### config.mk
export PLATFORM = sky130hd
export DESIGN_NAME = tea_cipher_engine
export DESIGN_NICKNAME = d
export VERILOG_FILES = /design/src/rtl/tea_pkg.sv /design/src/rtl/tea_round.sv /design/src/rtl/tea_cipher_engine.sv
export SDC_FILE = /design/constraint.sdc
export NUM_CORES = 2
export LEC_CHECK = 0
export CORE_AREA = 2 2 329 331
export DETAILED_ROUTE_END_ITERATION = 6
export DIE_AREA = 0 0 331 333
export DONT_BUFFER_PORTS = 1
export GPL_TIMING_DRIVEN = 0
export MAX_ROUTING_LAYER = met4
export PLACE_DENSITY = 0.57
export SLEW_MARGIN = 10
export SYNTH_ARGS = -nofsm -noshare
export SYNTH_HDL_FRONTEND = slang
export SYNTH_SLANG_ARGS = --single-unit
### constraint.sdc
create_clock -name i_clk -period 10.07 [get_ports i_clk]
set_input_delay 2.014 -clock i_clk [delete_from_list [all_inputs] [get_ports i_clk]]
set_output_delay 2.014 -clock i_clk [all_outputs]
set_load 0.1 [all_outputs]
### src/rtl/tea_pkg.sv
// rtl/tea_pkg.sv - shared constants, enums and sum seed helper for the TEA/XTEA engine
package tea_pkg;

  localparam logic [31:0] DELTA = 32'h9E3779B9;

  typedef enum logic {ALGO_TEA, ALGO_XTEA} algo_e;

  typedef enum logic [1:0] {IDLE, RUN, DONE} state_e;

  // Both algorithms start decryption from DELTA*rounds; folded to a constant at elaboration.
  function automatic logic [31:0] sum_init(input algo_e algo, input logic decrypt, input int rounds);
    logic [31:0] s;
    s = 32'd0;
    case (algo)
      ALGO_TEA, ALGO_XTEA: begin
        if (decrypt) begin
          for (int i = 0; i < rounds; i++) s = s + DELTA;
        end
      end
      default: s = 32'd0;
    endcase
    return s;
  endfunction

endpackage

### src/rtl/tea_round.sv
// rtl/tea_round.sv - one combinational TEA or XTEA cipher cycle (both halves, sum update)
module tea_round
  import tea_pkg::*;
#(
  parameter algo_e ALGO = ALGO_TEA
) (
  input  logic [31:0]  v0,
  input  logic [31:0]  v1,
  input  logic [31:0]  sum,
  input  logic [127:0] key,
  input  logic         decrypt,
  output logic [31:0]  v0_o,
  output logic [31:0]  v1_o,
  output logic [31:0]  sum_o
);

  logic [31:0] k [4];
  assign k[0] = key[127:96];
  assign k[1] = key[95:64];
  assign k[2] = key[63:32];
  assign k[3] = key[31:0];

  logic [31:0] a, b, s;

  always_comb begin
    a = v0;
    b = v1;
    s = sum;
    if (ALGO == ALGO_TEA) begin
      if (!decrypt) begin
        s = sum + DELTA;
        a = v0 + (((v1 << 4) + k[0]) ^ (v1 + s) ^ ((v1 >> 5) + k[1]));
        b = v1 + (((a << 4) + k[2]) ^ (a + s) ^ ((a >> 5) + k[3]));
      end else begin
        b = v1 - (((v0 << 4) + k[2]) ^ (v0 + sum) ^ ((v0 >> 5) + k[3]));
        a = v0 - (((b << 4) + k[0]) ^ (b + sum) ^ ((b >> 5) + k[1]));
        s = sum - DELTA;
      end
    end else begin
      if (!decrypt) begin
        a = v0 + ((((v1 << 4) ^ (v1 >> 5)) + v1) ^ (sum + k[sum[1:0]]));
        s = sum + DELTA;
        b = v1 + ((((a << 4) ^ (a >> 5)) + a) ^ (s + k[s[12:11]]));
      end else begin
        b = v1 - ((((v0 << 4) ^ (v0 >> 5)) + v0) ^ (sum + k[sum[12:11]]));
        s = sum - DELTA;
        a = v0 - ((((b << 4) ^ (b >> 5)) + b) ^ (s + k[s[1:0]]));
      end
    end
  end

  assign v0_o  = a;
  assign v1_o  = b;
  assign sum_o = s;

endmodule

### src/rtl/tea_cipher_engine.sv
// rtl/tea_cipher_engine.sv - stream-attached TEA/XTEA engine, one 64-bit block in flight
module tea_cipher_engine
  import tea_pkg::*;
#(
  parameter algo_e ALGO   = ALGO_TEA,
  parameter int    ROUNDS = 32,
  parameter int    RPC    = 1
) (
  input  logic         i_clk,
  input  logic         i_rst,
  input  logic [127:0] i_key,
  input  logic         i_axis_valid_s,
  output logic         o_axis_ready_s,
  input  logic [63:0]  i_axis_data_s,
  input  logic         i_axis_user_s,
  input  logic         i_axis_last_s,
  output logic         o_axis_valid_m,
  input  logic         i_axis_ready_m,
  output logic [63:0]  o_axis_data_m,
  output logic         o_axis_last_m,
  output logic         o_busy
);

  localparam int N  = ROUNDS / RPC;
  localparam int CW = (N > 1) ? $clog2(N) : 1;
  localparam logic [CW-1:0] CNT_LAST = CW'(N - 1);
  localparam logic [31:0] SUM_ENC = sum_init(ALGO, 1'b0, ROUNDS);
  localparam logic [31:0] SUM_DEC = sum_init(ALGO, 1'b1, ROUNDS);

  if ((ROUNDS < 1) || (ROUNDS > 64) || !((RPC == 1) || (RPC == 2) || (RPC == 4)) ||
      ((ROUNDS % RPC) != 0)) begin : g_param_check
    $error("tea_cipher_engine: ROUNDS must be 1..64, RPC in {1,2,4} and divide ROUNDS");
  end

  state_e        state_q, state_d;
  logic [31:0]   v0_q, v1_q, sum_q;
  logic [127:0]  key_q;
  logic          dec_q, last_q;
  logic [CW-1:0] cnt_q;
  logic          load, finish;

  // Round chain: stage i feeds stage i+1, the last stage writes back into the state registers.
  logic [31:0] c_v0 [RPC+1];
  logic [31:0] c_v1 [RPC+1];
  logic [31:0] c_sum [RPC+1];

  assign c_v0[0]  = v0_q;
  assign c_v1[0]  = v1_q;
  assign c_sum[0] = sum_q;

  for (genvar i = 0; i < RPC; i++) begin : g_round
    tea_round #(.ALGO(ALGO)) u_round (
      .v0     (c_v0[i]),
      .v1     (c_v1[i]),
      .sum    (c_sum[i]),
      .key    (key_q),
      .decrypt(dec_q),
      .v0_o   (c_v0[i+1]),
      .v1_o   (c_v1[i+1]),
      .sum_o  (c_sum[i+1])
    );
  end

  always_comb begin
    state_d = state_q;
    load    = 1'b0;
    finish  = 1'b0;
    case (state_q)
      IDLE: begin
        if (i_axis_valid_s) begin
          load    = 1'b1;
          state_d = RUN;
        end
      end
      RUN: begin
        if (cnt_q == CNT_LAST) begin
          finish  = 1'b1;
          state_d = DONE;
        end
      end
      DONE: begin
        if (i_axis_ready_m) state_d = IDLE;
      end
      default: state_d = IDLE;
    endcase
  end

  always_ff @(posedge i_clk) begin
    if (i_rst) begin
      state_q       <= IDLE;
      v0_q          <= 32'd0;
      v1_q          <= 32'd0;
      sum_q         <= 32'd0;
      key_q         <= 128'd0;
      dec_q         <= 1'b0;
      last_q        <= 1'b0;
      cnt_q         <= '0;
      o_axis_data_m <= 64'd0;
      o_axis_last_m <= 1'b0;
    end else begin
      state_q <= state_d;
      if (load) begin
        v0_q   <= i_axis_data_s[63:32];
        v1_q   <= i_axis_data_s[31:0];
        key_q  <= i_key;
        dec_q  <= i_axis_user_s;
        last_q <= i_axis_last_s;
        sum_q  <= i_axis_user_s ? SUM_DEC : SUM_ENC;
        cnt_q  <= '0;
      end else if (state_q == RUN) begin
        v0_q  <= c_v0[RPC];
        v1_q  <= c_v1[RPC];
        sum_q <= c_sum[RPC];
        cnt_q <= cnt_q + CW'(1);
        if (finish) begin
          o_axis_data_m <= {c_v0[RPC], c_v1[RPC]};
          o_axis_last_m <= last_q;
        end
      end
    end
  end

  assign o_axis_ready_s = (state_q == IDLE);
  assign o_axis_valid_m = (state_q == DONE);
  assign o_busy         = (state_q != IDLE);

endmodule

==> metrics <==
RSZ-0062 raised after global routing=true; Post-DP HPWL=~150000 um; YS warnings=0; CTS tree=done; I/O pins=between 200 and 300; failing checks=setup timing; WL final=~180000 um; wire per inst=between 20 and 30 um; first-pass detailed-route iteration total=5; final hold slack=approximately 0.46 ns; largest net degree at the start of global routing=14; syn_nets=between 5000 and 6000; Seq cells post-synth=approximately 300; Period minus WS final=about 10 ns; H-tree depth=2; CP endpoint kind=flip-flop; die height=333 um; startpoint types=flip-flop; vias in the first global route=between 30000 and 40000; first-pass GRT wire length=248000 um; clock buffer depth=3; Worst slew margin=0.0767; Placeable Area=about 110000 sq um; CTS buffer count=39; setup_tns=-0.240 ns; clock transition at the registers of the reported paths=0.07 ns; Max Cap Viol=0; antenna violations before repair=19; drt via density=5.92; Slowest-stage cell, CP=fa_1; Row Count=between 100 and 150; Final Worst Setup Slack=-0.161 ns; M1 WL=approximately 75000 um; Die ar.=approximately 110000 sq um; Seq/Total Area, Yosys=0.166; Max Transition Viols Final=0; main flop type after synthesis=dfxtp_1; clock root cell=clkbuf_16; met2 routed WL=approximately 77000 um; most common cell after layout, fill and taps aside=nand2_1; CTS Hold Bufs=0; Clock Sinks=298; distinct cell type count after synthesis=slightly below 100; Cell Area, Synth=approximately 36000 sq um; top layer in use=met4; share of the synthesized area in the top cell type=0.169; Post-synth EDFFs=0; final hold vios=0; crit-path most repeated cell=a21o_1; Mapped Avg Cell Area=about 7.7 sq um; wire length on met3=about 18000 um; skew final=around 0.021 ns; area taken by multi-input logic gates=roughly 32000 sq um; R2R depth=just over 40; Worst Path Arrival=10.74 ns; area leader, netlist=ha_1; synth top area cells=ha_1 17%, dfxtp_1 17%, xnor2_1 14%; Setup-failing EPs final=2; Crit Path Max Fanout=7; fin crit share=1.02; # port buffers=0; vias post-DR=between 30000 and 40000; drc violations=0; hold depth=2; outcome=finished with violations; synthesized instance count=roughly 4700; Data required, critical path=around 11 ns; worst hold path class=flip-flop to flip-flop; measured slew at the worst slew-check pin=about 1.4 ns; Setup CP Type=flip-flop to flip-flop; FFs w/ async S/R, synth=0; layout net count=about 5500; most frequent cells in the layout=544 x nand2_1, 524 x a21oi_1, 508 x xnor2_1; Die W=331 um; worst skew pair latency=between 0.6 and 0.7 ns; RePlAce Congestion=about 1.0; sequential cell area=about 6000 sq um; GRT Residual Overflow=0; Syn-to-layout area delta=18.6%; FMAX=approximately 100 MHz; Antenna Violating Nets Remaining=0; layout cell share with drive strength beyond 1=0.117; initial core utilization=0.338; GRT Util Overall=0.323; Filler cells=about 11000; CP peak stage delay=between 0.4 and 0.5 ns; DRT iter0 DRCs=between 3000 and 4000
[critical path: cells and delay by family, from the launching register on]
kind	cells	cell delay [ns]
flops	1	0.39
buf+inv	2	0.40
fa+ha+maj	5	1.92
compound gates	21	4.55
xor+xnor	8	2.05
simple gates	5	0.76
[stage by stage]
step	area [sq um]	util	cells	setup WS [ns]
finish	42700	0.400	6282	-0.161
global route	42700	0.400	6278	-0.358
CTS	41500	0.389	6221	0.00143
detailed placement	37800	0.355	6082	-3.08
global placement	37800	0.354	6077	-3.04
floorplan	36000	-	4674	0.739
[path summary, 6_finish.rpt]
path	from	end	slack [ns]
hold reg to reg	last_q$_SDFFE_PP0P_	o_axis_last_m$_SDFFE_PP0P_	0.46
setup / recovery	sum_q[0]$_SDFFE_PP0P_	v1_q[31]$_SDFFE_PP0P_	-0.16
setup reg to reg	sum_q[0]$_SDFFE_PP0P_	v1_q[31]$_SDFFE_PP0P_	-0.16
hold / removal	last_q$_SDFFE_PP0P_	o_axis_last_m$_SDFFE_PP0P_	0.46
[cell usage after synthesis (61+ instances only)]
cell      instances
inv_1           108
xnor2_1         595
nand2_1         550
clkbuf_1        127
o21ai_0         226
nor3_1           61
xor2_1          162
a21oi_1         553
nor2_1          329
ha_1            485
dfxtp_1         298
a21o_1          264
nand3_1          76
[what timing repair did]
action	4_1_cts	5_1_grt
setup buffers	72	45
pin swaps	87	65
gates cloned	0	0
endpoints found under the setup margin	56	45
resized for setup	283	141
[sequential cells by signal, summed over array words and instances, names as in the netlist]
register / flops
o_axis_data_m: 64
v0_q: 32
cnt_q: 5
v1_q: 32
last_q: 1
o_axis_last_m: 1
state_q: 2
dec_q: 1
sum_q: 32
key_q: 128
[per-layer routing]
metal  track usage  up-vias
met1         0.408    18000
met3        0.0831      353
met4         0.143        0
met5             -        -
li1              -    17100
met2         0.482     1656
[cell type report]
type | count | area share
clock inverters | 14 | 0.00451
multi-input cells | 4110 | 0.739
plain buffers | 154 | 0.0148
diodes | 20 | 0.00117
inverters | 108 | 0.00950
repair buffers | 120 | 0.0229
clock buffers | 55 | 0.0267
flip-flops and latches | 298 | 0.140
well taps | 1403 | 0.0411
[cells by family (layout without fill, tap and decap cells)]
family / after synthesis / in the layout / synth area share
XOR/XNOR: 762 / 762 / 0.187
multiplexers: 31 / 31 / 0.00883
buffers and inverters: 266 / 451 / 0.0286
adder cells (fa/ha/maj): 501 / 501 / 0.177
other: 0 / 20 / 0
flip-flops: 298 / 298 / 0.166
AO/OA/AOI/OAI: 1526 / 1526 / 0.272
AND/OR/NAND/NOR: 1290 / 1290 / 0.160
Power is left out: the tool's default activity adds up to more than one toggle a clock period on the data nets, which glitch-free logic cannot reach.
